## config.mk

```make
export PLATFORM = sky130hd
export DESIGN_NAME = stream_mux2_rr
export DESIGN_NICKNAME = d
export VERILOG_FILES = /design/src/rtl/stream_mux2_rr.sv
export SDC_FILE = /design/constraint.sdc
export NUM_CORES = 1
export LEC_CHECK = 0
export BUFFER_PORTS_ARGS = -buffer_cell sky130_fd_sc_hd__buf_2
export CORE_MARGIN = 8
export CORE_UTILIZATION = 50
export CTS_CLUSTER_DIAMETER = 50
export DETAILED_ROUTE_END_ITERATION = 16
export GPL_ROUTABILITY_DRIVEN = 0
export PLACE_DENSITY = 0.88
export SETUP_SLACK_MARGIN = 0.5
export SLEW_MARGIN = 25
export SYNTH_ARGS = -nofsm -noshare
export SYNTH_HDL_FRONTEND = slang
export SYNTH_SLANG_ARGS = --single-unit
export TNS_END_PERCENT = 1
```

## constraint.sdc

```tcl
create_clock -name clk -period 1.85 [get_ports clk]
set_input_delay 0 -clock clk [delete_from_list [all_inputs] [get_ports clk]]
set_output_delay 0 -clock clk [all_outputs]
set_load 0.02 [all_outputs]
```

## src/rtl/stream_mux2_rr.sv

```systemverilog
// -----------------------------------------------------------------------------
// stream_mux2_rr
//   Two-input stream multiplexer feeding a 2-entry output FIFO. Each buffered
//   word carries a source tag (ys) so a select-driven 1:2 demux downstream can
//   split the stream again.
//
//   Arbitration: round-robin between the two channels by default. Defining
//   the macro STREAM_MUX2_FIXED_PRI_EN selects fixed priority (channel 0 wins
//   ties) and removes the last-grant register.
//
// Ports:
//   clk    in   clock, rising edge
//   rst_n  in   synchronous active-low reset
//   d0/v0  in   channel 0 data / valid;  r0 out  channel 0 ready
//   d1/v1  in   channel 1 data / valid;  r1 out  channel 1 ready
//   y      out  head data (0 when empty)
//   ys     out  head source tag (0 when empty)
//   vy     out  output valid (buffer not empty)
//   ry     in   output ready from consumer
//   occ    out  buffer occupancy, 0..2
// -----------------------------------------------------------------------------
module stream_mux2_rr #(
  parameter int W = 8
) (
  input  logic         clk,
  input  logic         rst_n,
  input  logic [W-1:0] d0,
  input  logic         v0,
  output logic         r0,
  input  logic [W-1:0] d1,
  input  logic         v1,
  output logic         r1,
  output logic [W-1:0] y,
  output logic         ys,
  output logic         vy,
  input  logic         ry,
  output logic [1:0]   occ
);

  logic [W:0]   r_mem [2];
  logic         r_ptr_rd;
  logic         r_ptr_wr;
  logic [1:0]   r_occ;

  logic         w_full;
  logic         w_g0;
  logic         w_g1;
  logic         w_push;
  logic         w_pop;
  logic         w_vy;
  logic [W-1:0] w_din;
  logic [W:0]   w_head;

  // Ready depends only on registered occupancy; a pop at occ==2 does not
  // open a slot in the same cycle. rst_n gates readies so no handshake is
  // ever seen as accepted while reset is asserted.
  assign w_full = (r_occ == 2'd2);

`ifdef STREAM_MUX2_FIXED_PRI_EN
  assign w_g0 = rst_n & ~w_full & v0;
  assign w_g1 = rst_n & ~w_full & v1 & ~v0;
`else
  // r_last holds the channel granted most recently; on a tie the other
  // channel wins. Reset value 1 lets channel 0 win the first tie.
  logic r_last;

  assign w_g0 = rst_n & ~w_full & v0 & (~v1 | r_last);
  assign w_g1 = rst_n & ~w_full & v1 & (~v0 | ~r_last);

  always_ff @(posedge clk) begin
    if (!rst_n) begin
      r_last <= 1'b1;
    end else if (w_g0 | w_g1) begin
      r_last <= w_g1;
    end
  end
`endif

  assign w_push = w_g0 | w_g1;
  assign w_vy   = (r_occ != 2'd0);
  assign w_pop  = w_vy & ry;
  assign w_din  = w_g1 ? d1 : d0;
  assign w_head = r_mem[r_ptr_rd];

  always_ff @(posedge clk) begin
    if (!rst_n) begin
      r_mem[0] <= '0;
      r_mem[1] <= '0;
      r_ptr_rd <= 1'b0;
      r_ptr_wr <= 1'b0;
      r_occ    <= 2'd0;
    end else begin
      if (w_push) begin
        r_mem[r_ptr_wr] <= {w_g1, w_din};
        r_ptr_wr        <= ~r_ptr_wr;
      end
      if (w_pop) begin
        r_ptr_rd <= ~r_ptr_rd;
      end
      case ({w_push, w_pop})
        2'b10:   r_occ <= r_occ + 2'd1;
        2'b01:   r_occ <= r_occ - 2'd1;
        default: r_occ <= r_occ;
      endcase
    end
  end

  assign r0  = w_g0;
  assign r1  = w_g1;
  assign vy  = w_vy;
  assign y   = w_vy ? w_head[W-1:0] : '0;
  assign ys  = w_vy ? w_head[W]     : 1'b0;
  assign occ = r_occ;

endmodule

```

==> impl_metrics.toml, run 1 <==
[final_layout]
area_growth_pct = 26.6
final_nets = 171
utilization = 0.671
antenna_cells = 0
fill_cells = 174
drive_gt1_frac = 0.405

[setup_path]
worst_setup_path_start_kind = "register"
critPathTopFamily = "simple AND/OR/NAND/NOR gates"
cp_max_fo = 4
cp.depth = 6
reg2reg_from = "occ[0]$_SDFFE_PN0P_"
r2r_cells = 6
crit_buf_inv = 0
crit_required_ns = 2.11
cp.arrival_ns = 1.76
cp_cell_sequence = "nand2b_4 -> o211ai_1 -> ha_2 -> xnor2_1 -> or3_1 -> a21boi_1"
crit_path_top_delay_cell = "dfxtp_4"
crit_path_end_kind = "register"
critPathMaxStageDelay_ns = 0.39
crit_type = "reg2reg"
cp-startpoint = "occ[0]$_SDFFE_PN0P_"

[power]
vdd_drop_max_mv = 0.985
powerDensity_mw_per_mm2 = 1230
p_leak_uw = 0.000661

[floorplanning]
fp.dieW_um = 64.7
dieHeight_um = 64.7
std_cell_rows = 17
dieArea_mm2 = 0.00418
ios = 35
start_util = 0.530
placeableCoreArea_mm2 = 0.00223

[clock_tree]
cts.sinks = 24
insertion_delay_ns = 0.32
cts_tree = "done"
cts_buffers = 3
cts-root-buf = "clkbuf_4"
cts.clk_slew.worst_paths_ns = 0.13
h-tree-depth = 1
clockBufferDepth = 2

[run_status]
violations = "hold timing"
outcome = "complete, but fails checks"

[hold_path]
hold_class = "in2reg"
hp-start = "d0[4]"
whs_path_depth = 3

[route]
drt_iter0_markers = 29
drt_first_pass_iters = 4
avgViaCountPerCell = 5.12
routed_wirelength_mm = 2.52
vias = 901
wl_per_cell_um = 14.3
post-route-drc-count = 0
final_antenna_net_count = 0

[placed_design]
io_buffer_count = 34
place_hpwl_mm = 1.88

[flow_run]
maxCapViolations = 0

[sta]
fin_crit_sh = 0.810
worst_pin_slew_ns = 0.399
fin_tns_setup_ns = 0
hold_violations = 1
hold-worst-slack_ns = -0.0000996
period_minus_slack_ns = 1.50
fin_skew_ns = 0.00144
final_max_slew_viol_count = 0
max_freq_ghz = 0.667
final-setup-viol-count = 0
rsz0062_at_grt = "yes"
relSlewSlack = 0.734

[global_route]
antenna_found_initial = 0
grt_pass1_vias = 980
grt_max_degree = 14
grt_usage = 0.125
grt_pass1_wl_mm = 4.18
grt_overflow = 0

[yosys]
netlist_instances = 102
synth-seq-area-share = 0.558
synthesis.area_mm2 = 0.00118
ys_seq_elements = 24
syn-num-nets = 124
synth_cell_types = 24
syn_area_per_cell_um2 = 11.6
ys_warn_count = 0
==> metrics by stage <==
step	hold WS, ns	power (µW)	instances	setup slack (ns)	area [µm²]
after floorplan	0.154	1340	102	0.283	1200
after global placement	0.300	1530	164	0.364	1410
after detailed placement	0.312	1570	164	0.287	1410
after CTS	0.00472	1860	175	0.359	1490
after global routing	0.0245	1970	176	0.286	1500
final	-0.0000996	1850	176	0.351	1500
==> layer usage <==
metal / share of wire / GRT usage / vias to the layer above
met5: 0 / 0 / -
met4: 0.024 / 0.0599 / 0
met3: 0.052 / 0.0292 / 5
met2: 0.54 / 0.234 / 27
met1: 0.39 / 0.129 / 420
li1: - / - / 449
==> cell families after synthesis <==
logic type	synth area share
buf+inv	0.0370
mux	0.152
fa+ha+maj	0.0106
flops	0.558
simple gates	0.146
xor+xnor	0.0222
compound gates	0.0740
==> power breakdown <==
| group | internal, µW | switching [µW] | leakage [µW] |
|---|---|---|---|
| registers | 726 | 98.7 | 0.000241 |
| clock network | 79.2 | 163 | 0.0000154 |
| logic | 359 | 425 | 0.000405 |
| total | 1160 | 686 | 0.000661 |
==> worst min-delay path, delay by kind of cell <==
kind,cells,cell delay (ns)
muxes,1,0.06
buffers and inverters,1,0.07
and+or+nand+nor,1,0.08
==> final timing paths <==
check                              endpoint  slack [ns]
setup / recovery        occ[1]$_SDFFE_PN0P_        0.35
hold / removal    r_mem[0][4]$_SDFFCE_PN0P_     -0.0001
setup reg to reg        occ[1]$_SDFFE_PN0P_        0.35
hold reg to reg       r_ptr_wr$_SDFFE_PN0P_        0.54
==> area by class of cell <==
class / instances / area, µm² / area share
Sequential cell: 24 / 667 / 0.445
Multi-Input combinational cell: 70 / 493 / 0.329
Timing Repair Buffer: 46 / 263 / 0.175
Tap cell: 28 / 35.0 / 0.0234
Clock buffer: 3 / 22.5 / 0.0150
Inverter: 4 / 15.0 / 0.0100
Clock inverter: 1 / 3.75 / 0.00250
==> registers in the layout (all words and copies together) (netlist names), named ones only <==
register and cells:
occ 2, r_ptr_rd 1, r_ptr_wr 1, r_mem 18, r_last 1
==> synth_stat cells (all sizes together) <==
master,instances,share of area
o211ai,1,0.0063
o2111a,1,0.0095
buf,4,0.024
and2,5,0.029
or3,1,0.0053
o21ai,3,0.013
dfxtp,6,0.10
nor2,26,0.082
ha,1,0.011
inv,4,0.013
mux2i,18,0.15
o2111ai,2,0.025
a21boi,2,0.016
xnor2,3,0.022
edfxtp,18,0.46
nand2,3,0.0095
nand2b,1,0.0053
and3,2,0.015
a21oi,1,0.0042
==> timing repair <==
| action | 4_1_cts | 5_1_grt |
|---|---|---|
| pin swaps | 1 | 0 |
| hold buffers | 1 | 0 |
| gates resized for setup | 3 | 0 |
| endpoints found under the hold margin | 1 | 0 |
| setup endpoints to repair | 42 | 44 |
| setup buffers | 6 | 1 |
==> layout by cell type (no fill, tap or decap), types with 2 or more instances in the layout <==
master     netlist  layout
buf_2            2      34
nor2_1          26      26
mux2i_1         18      18
edfxtp_1        18      18
buf_4            1      11
inv_1            4       4
nand2_1          3       3
xnor2_1          3       3
and2_1           3       3
clkbuf_4         0       3
dfxtp_1          6       3
o2111ai_2        2       2
and2_2           2       2
o21ai_0          3       2
dfxtp_2          0       2
(Power assumes the default switching activity.)
==> run 2, diff against run 1 <==
CORE_UTILIZATION = 45   (was 50)
PLACE_DENSITY = 0.84   (was 0.88)
clock period = 1.35 ns   (was 1.85 ns; I/O delays follow)
==> impl_metrics.toml, run 2 (synthesized netlist as in run 1, its figures left out) <==
[setup_path]
critPathTopFamily = "simple AND/OR/NAND/NOR gates"
critPathMaxStageDelay_ns = 0.39
crit_path_end_kind = "register"
r2r_cells = 6
crit_type = "reg2reg"
crit_required_ns = 1.61
worst-r2r-setup-slack_ns = -0.20
reg2reg_from = "occ[0]$_SDFFE_PN0P_"
r2r_end = "occ[1]$_SDFFE_PN0P_"
cp_max_fo = 3
crit_path_top_delay_cell = "or3_4"
cp.arrival_ns = 1.81
crit_buf_inv = 0
cp_cell_sequence = "nand2b_4 -> o211ai_1 -> ha_2 -> xnor2_2 -> or3_4 -> a21boi_2"
worst_setup_path_start_kind = "register"

[flow_run]
maxCapViolations = 0

[route]
final_antenna_net_count = 0
vias = 956
drt_iter0_markers = 19
avgViaCountPerCell = 5.20
post-route-drc-count = 0
wl_per_cell_um = 15.7
drt_first_pass_iters = 4
routed_wirelength_mm = 2.89

[run_status]
violations = "setup timing"
outcome = "complete, but fails checks"

[global_route]
met3_usage = 0.0265
top_usage_layer = "met2"
grt_pass1_wl_mm = 4.42
grt_max_degree = 15
antenna_found_initial = 0
gr-usage-met2 = 0.235
use_met1 = 0.134
grt_pass1_vias = 1014
grt_overflow = 0
grt_usage = 0.128

[floorplanning]
start_util = 0.478
dieHeight_um = 67.3
placeableCoreArea_mm2 = 0.00248
dieArea_mm2 = 0.00453
fp.dieW_um = 67.3
ios = 35
std_cell_rows = 18

[sta]
final-setup-viol-count = 6
fin_crit_sh = 1.15
worst_pin_slew_ns = 0.264
fin_skew_ns = 0.00524
max_freq_ghz = 0.644
hold_violations = 0
worst_slack_ns = -0.202
final_max_slew_viol_count = 0
relSlewSlack = 0.824
fin_tns_setup_ns = -0.262
rsz0062_at_grt = "yes"
period_minus_slack_ns = 1.55

[clock_tree]
cts_tree = "done"
cts-root-buf = "clkbuf_4"
cts_buffers = 3
clockBufferDepth = 2
cts.sinks = 24
ctsHoldBuffers = 0
insertion_delay_ns = 0.32
cts.clk_slew.worst_paths_ns = 0.13
h-tree-depth = 1

[final_layout]
largest_register = "r_mem"
drive_gt1_frac = 0.526
final_cell_mix = "31 x buf_2, 25 x nor2_1, 18 x edfxtp_1"
area_growth_pct = 43.8
largest_reg_flops = 18
antenna_cells = 0
final_common_cell = "buf_2"
utilization = 0.687
final_nets = 177

[power]
p_leak_uw = 0.000729
powerDensity_mw_per_mm2 = 1760
vdd_drop_max_mv = 1.41

[hold_path]
hold_class = "in2reg"
whs_path_depth = 3
hold-path-endpoint = "r_mem[1][0]$_SDFFCE_PN0P_"
hp-start = "d1[0]"

[placed_design]
io_buffer_count = 34
place_hpwl_mm = 2.01
-- run 2: cell count changes in the layout (fill, tap and decap cells not counted), moves of 2 or more --
cell and delta:
buf_4 +3, mux2i_4 +3, buf_6 +6, nand2_1 -2, buf_2 -3, nand2_2 +2
mux2i_2 +4, mux2i_1 -7
-- run 2: worst max path at each step --
stage | start | depth (start not counted) | slack (ns) | to
2_1_floorplan | occ[0]$_SDFFE_PN0P_ | 7 | -0.22 | occ[1]$_SDFFE_PN0P_
3_3_place_gp | occ[1]$_SDFFE_PN0P_ | 6 | -0.07 | occ[1]$_SDFFE_PN0P_
3_5_place_dp | occ[1]$_SDFFE_PN0P_ | 6 | -0.19 | occ[1]$_SDFFE_PN0P_
4_1_cts | occ[1]$_SDFFE_PN0P_ | 6 | -0.15 | occ[1]$_SDFFE_PN0P_
5_1_grt | occ[0]$_SDFFE_PN0P_ | 6 | -0.27 | occ[1]$_SDFFE_PN0P_
6_report | occ[0]$_SDFFE_PN0P_ | 6 | -0.20 | occ[1]$_SDFFE_PN0P_
-- run 2: routing by layer --
| layer | share of wire | wire [µm] |
|---|---|---|
| met5 | 0 | 0 |
| met4 | 0.024 | 68 |
| met3 | 0.049 | 141 |
| met2 | 0.54 | 1560 |
| met1 | 0.39 | 1110 |
-- run 2: repair_timing --
action,CTS,global route
resized for setup,12,18
pin swaps,1,5
setup buffers,0,1
endpoints found under the setup margin,56,56
-- run 2: area by class of cell --
class / count / area, µm²
Clock buffer: 3 / 22.5
Clock inverter: 1 / 30.0
Fill cell: 163 / 776
Inverter: 4 / 15.0
Multi-Input combinational cell: 70 / 582
Sequential cell: 24 / 667
Tap cell: 30 / 37.5
Timing Repair Buffer: 52 / 348
-- run 2: report_power, final --
part           switching [µW]  total [µW]  internal (µW)
clock network             225         525            301
registers                91.5        1080            993
logic                     724        1390            667
-- run 2: worst reg2reg max path, cell delays in order, from the launching register on --
cell	delay, ns
dfxtp_4	0.38
nand2b_4	0.12
o211ai_1	0.10
ha_2	0.22
xnor2_2	0.14
or3_4	0.39
a21boi_2	0.15
-- run 2: stage by stage --
| step | setup slack, ns | instance area (µm²) | cells | power, µW | hold WS, ns |
|---|---|---|---|---|---|
| 3_3_place_gp | -0.0667 | 1520 | 179 | 2230 | 0.337 |
| 4_1_cts | -0.154 | 1610 | 183 | 2850 | 0.0113 |
| 3_5_place_dp | -0.193 | 1520 | 179 | 2290 | 0.344 |
| 6_report | -0.202 | 1700 | 184 | 3000 | 0.00250 |
| 5_1_grt | -0.268 | 1700 | 184 | 3150 | 0.0121 |
| 2_1_floorplan | -0.217 | 1200 | 102 | 1830 | 0.154 |
==> run 3, diff against run 2 <==
CELL_PAD_IN_SITES_DETAIL_PLACEMENT = 1   (was unset)
CELL_PAD_IN_SITES_GLOBAL_PLACEMENT = 1   (was unset)
CORE_UTILIZATION = 35   (was 45)
==> impl_metrics.toml, run 3 (synthesized netlist as in run 1, its figures left out) <==
[clock_tree]
clockBufferDepth = 2
ctsHoldBuffers = 0
cts_tree = "done"
cts.sinks = 24
h-tree-depth = 1
cts-root-buf = "clkbuf_4"
cts_buffers = 3
insertion_delay_ns = 0.31
cts.clk_slew.worst_paths_ns = 0.13

[global_route]
antenna_found_initial = 0
grt_pass1_wl_mm = 5.35
grt_overflow = 0
grt_pass1_vias = 1084
grt_usage = 0.130
grt_max_degree = 14

[setup_path]
critPathTopFamily = "flip-flops"
worst-r2r-setup-slack_ns = -0.14
cp.arrival_ns = 1.75
crit_buf_inv = 1
crit_type = "reg2reg"
crit_path_end_kind = "register"
cp_max_fo = 4
crit_path_top_delay_cell = "dfxtp_4"
critPathMaxStageDelay_ns = 0.40
worst_setup_path_start_kind = "register"
reg2reg_from = "occ[1]$_SDFFE_PN0P_"
cp.depth = 6
cp_cell_sequence = "o21ai_4 -> inv_1 -> ha_2 -> xnor2_1 -> or3_1 -> a21boi_1"
crit_required_ns = 1.60
r2r_end = "occ[1]$_SDFFE_PN0P_"
endpoint = "occ[1]$_SDFFE_PN0P_"
r2r_cells = 6
cp-startpoint = "occ[1]$_SDFFE_PN0P_"

[final_layout]
largest_register = "r_mem"
area_growth_pct = 43.9
antenna_cells = 0
final_nets = 177
final_common_cell = "nor2_1"
final_cell_mix = "23 x nor2_1, 20 x buf_2, 18 x edfxtp_1"
fin_cells = 200
fill_cells = 362
largest_reg_flops = 18
drive_gt1_frac = 0.487

[sta]
fin_skew_ns = 0.00574
final_max_slew_viol_count = 0
hold_violations = 0
period_minus_slack_ns = 1.49
max_freq_ghz = 0.670
rsz0062_at_grt = "yes"
final-setup-viol-count = 7
fin_crit_sh = 1.11
worst_slack_ns = -0.143
relSlewSlack = 0.823
worst_pin_slew_ns = 0.259

[route]
vias = 958
drt_iter0_markers = 41
wl_per_cell_um = 17.0
avgViaCountPerCell = 4.79
routed_wirelength_mm = 3.41
drt_first_pass_iters = 4
final_antenna_net_count = 0
post-route-drc-count = 0

[power]
vdd_drop_max_mv = 0.710
powerDensity_mw_per_mm2 = 1720
p_leak_uw = 0.000724
finalPower_uw = 2930

[floorplanning]
start_util = 0.360
dieHeight_um = 74.2
fp.dieW_um = 74.2
placeableCoreArea_mm2 = 0.00328
ios = 35
dieArea_mm2 = 0.00550
std_cell_rows = 21

[placed_design]
place_hpwl_mm = 2.55
placedCellCount = 193
io_buffer_count = 34

[hold_path]
hold_class = "in2reg"

[run_status]
violations = "setup timing"
outcome = "complete, but fails checks"

[flow_run]
maxCapViolations = 0
run 3: routing by layer:
layer,GRT usage,vias to the layer above,routed length [µm]
li1,-,464,-
met1,0.120,468,1220
met2,0.270,20,1990
met3,0.0162,6,125
met4,0.0599,0,77
met5,0,-,0
run 3: power by group:
part	total, µW	switching, µW	internal, µW
Combinational	1480	734	746
Sequential	1120	118	1000
Clock	330	214	115
Total	2930	1070	1860
run 3: how the worst min path moves through the flow:
stage                     slack [ns]  depth (start not counted)                        end   from
after global routing            0.02                          3  r_mem[0][7]$_SDFFCE_PN0P_  d0[7]
final                           0.03                          3  r_mem[0][7]$_SDFFCE_PN0P_  d0[7]
after global placement          0.34                          3  r_mem[0][2]$_SDFFCE_PN0P_  d0[2]
after floorplan                 0.15                          1                         r1  rst_n
after CTS                       0.02                          3  r_mem[0][7]$_SDFFCE_PN0P_  d0[7]
after detailed placement        0.34                          3  r_mem[0][7]$_SDFFCE_PN0P_  d0[7]
run 3: layout make-up:
type,instances,area (µm²),share of cell area
clock buffers,4,26.3,0.0154
inverters,4,15.0,0.00882
multi-input cells,70,524,0.308
flip-flops and latches,24,671,0.394
well taps,46,57.6,0.0338
repair buffers,52,409,0.240
run 3: timing repair:
item                       CTS  global route
resized for setup           35             7
pin swaps                    8             1
setup endpoints to repair   56            56
setup buffers                2             1
run 3: worst register-to-register path, cell delays in order, from the launching register on:
cell and delay (ns):
dfxtp_4 0.40, o21ai_4 0.17, inv_1 0.09, ha_2 0.19, xnor2_1 0.13, or3_1 0.35, a21boi_1 0.12
run 3: metrics by stage:
stage | hold WS (ns) | area, µm² | TNS (ns) | utilization | worst slack, ns
2_1_floorplan | 0.154 | 1200 | -2.52 | - | -0.217
4_1_cts | 0.0151 | 1670 | -0.120 | 0.507 | -0.101
3_3_place_gp | 0.341 | 1520 | -0.0751 | 0.464 | -0.0751
3_5_place_dp | 0.342 | 1520 | -0.286 | 0.464 | -0.222
6_report | 0.0269 | 1700 | -0.213 | 0.518 | -0.143
5_1_grt | 0.0209 | 1700 | -1.60 | 0.518 | -0.238
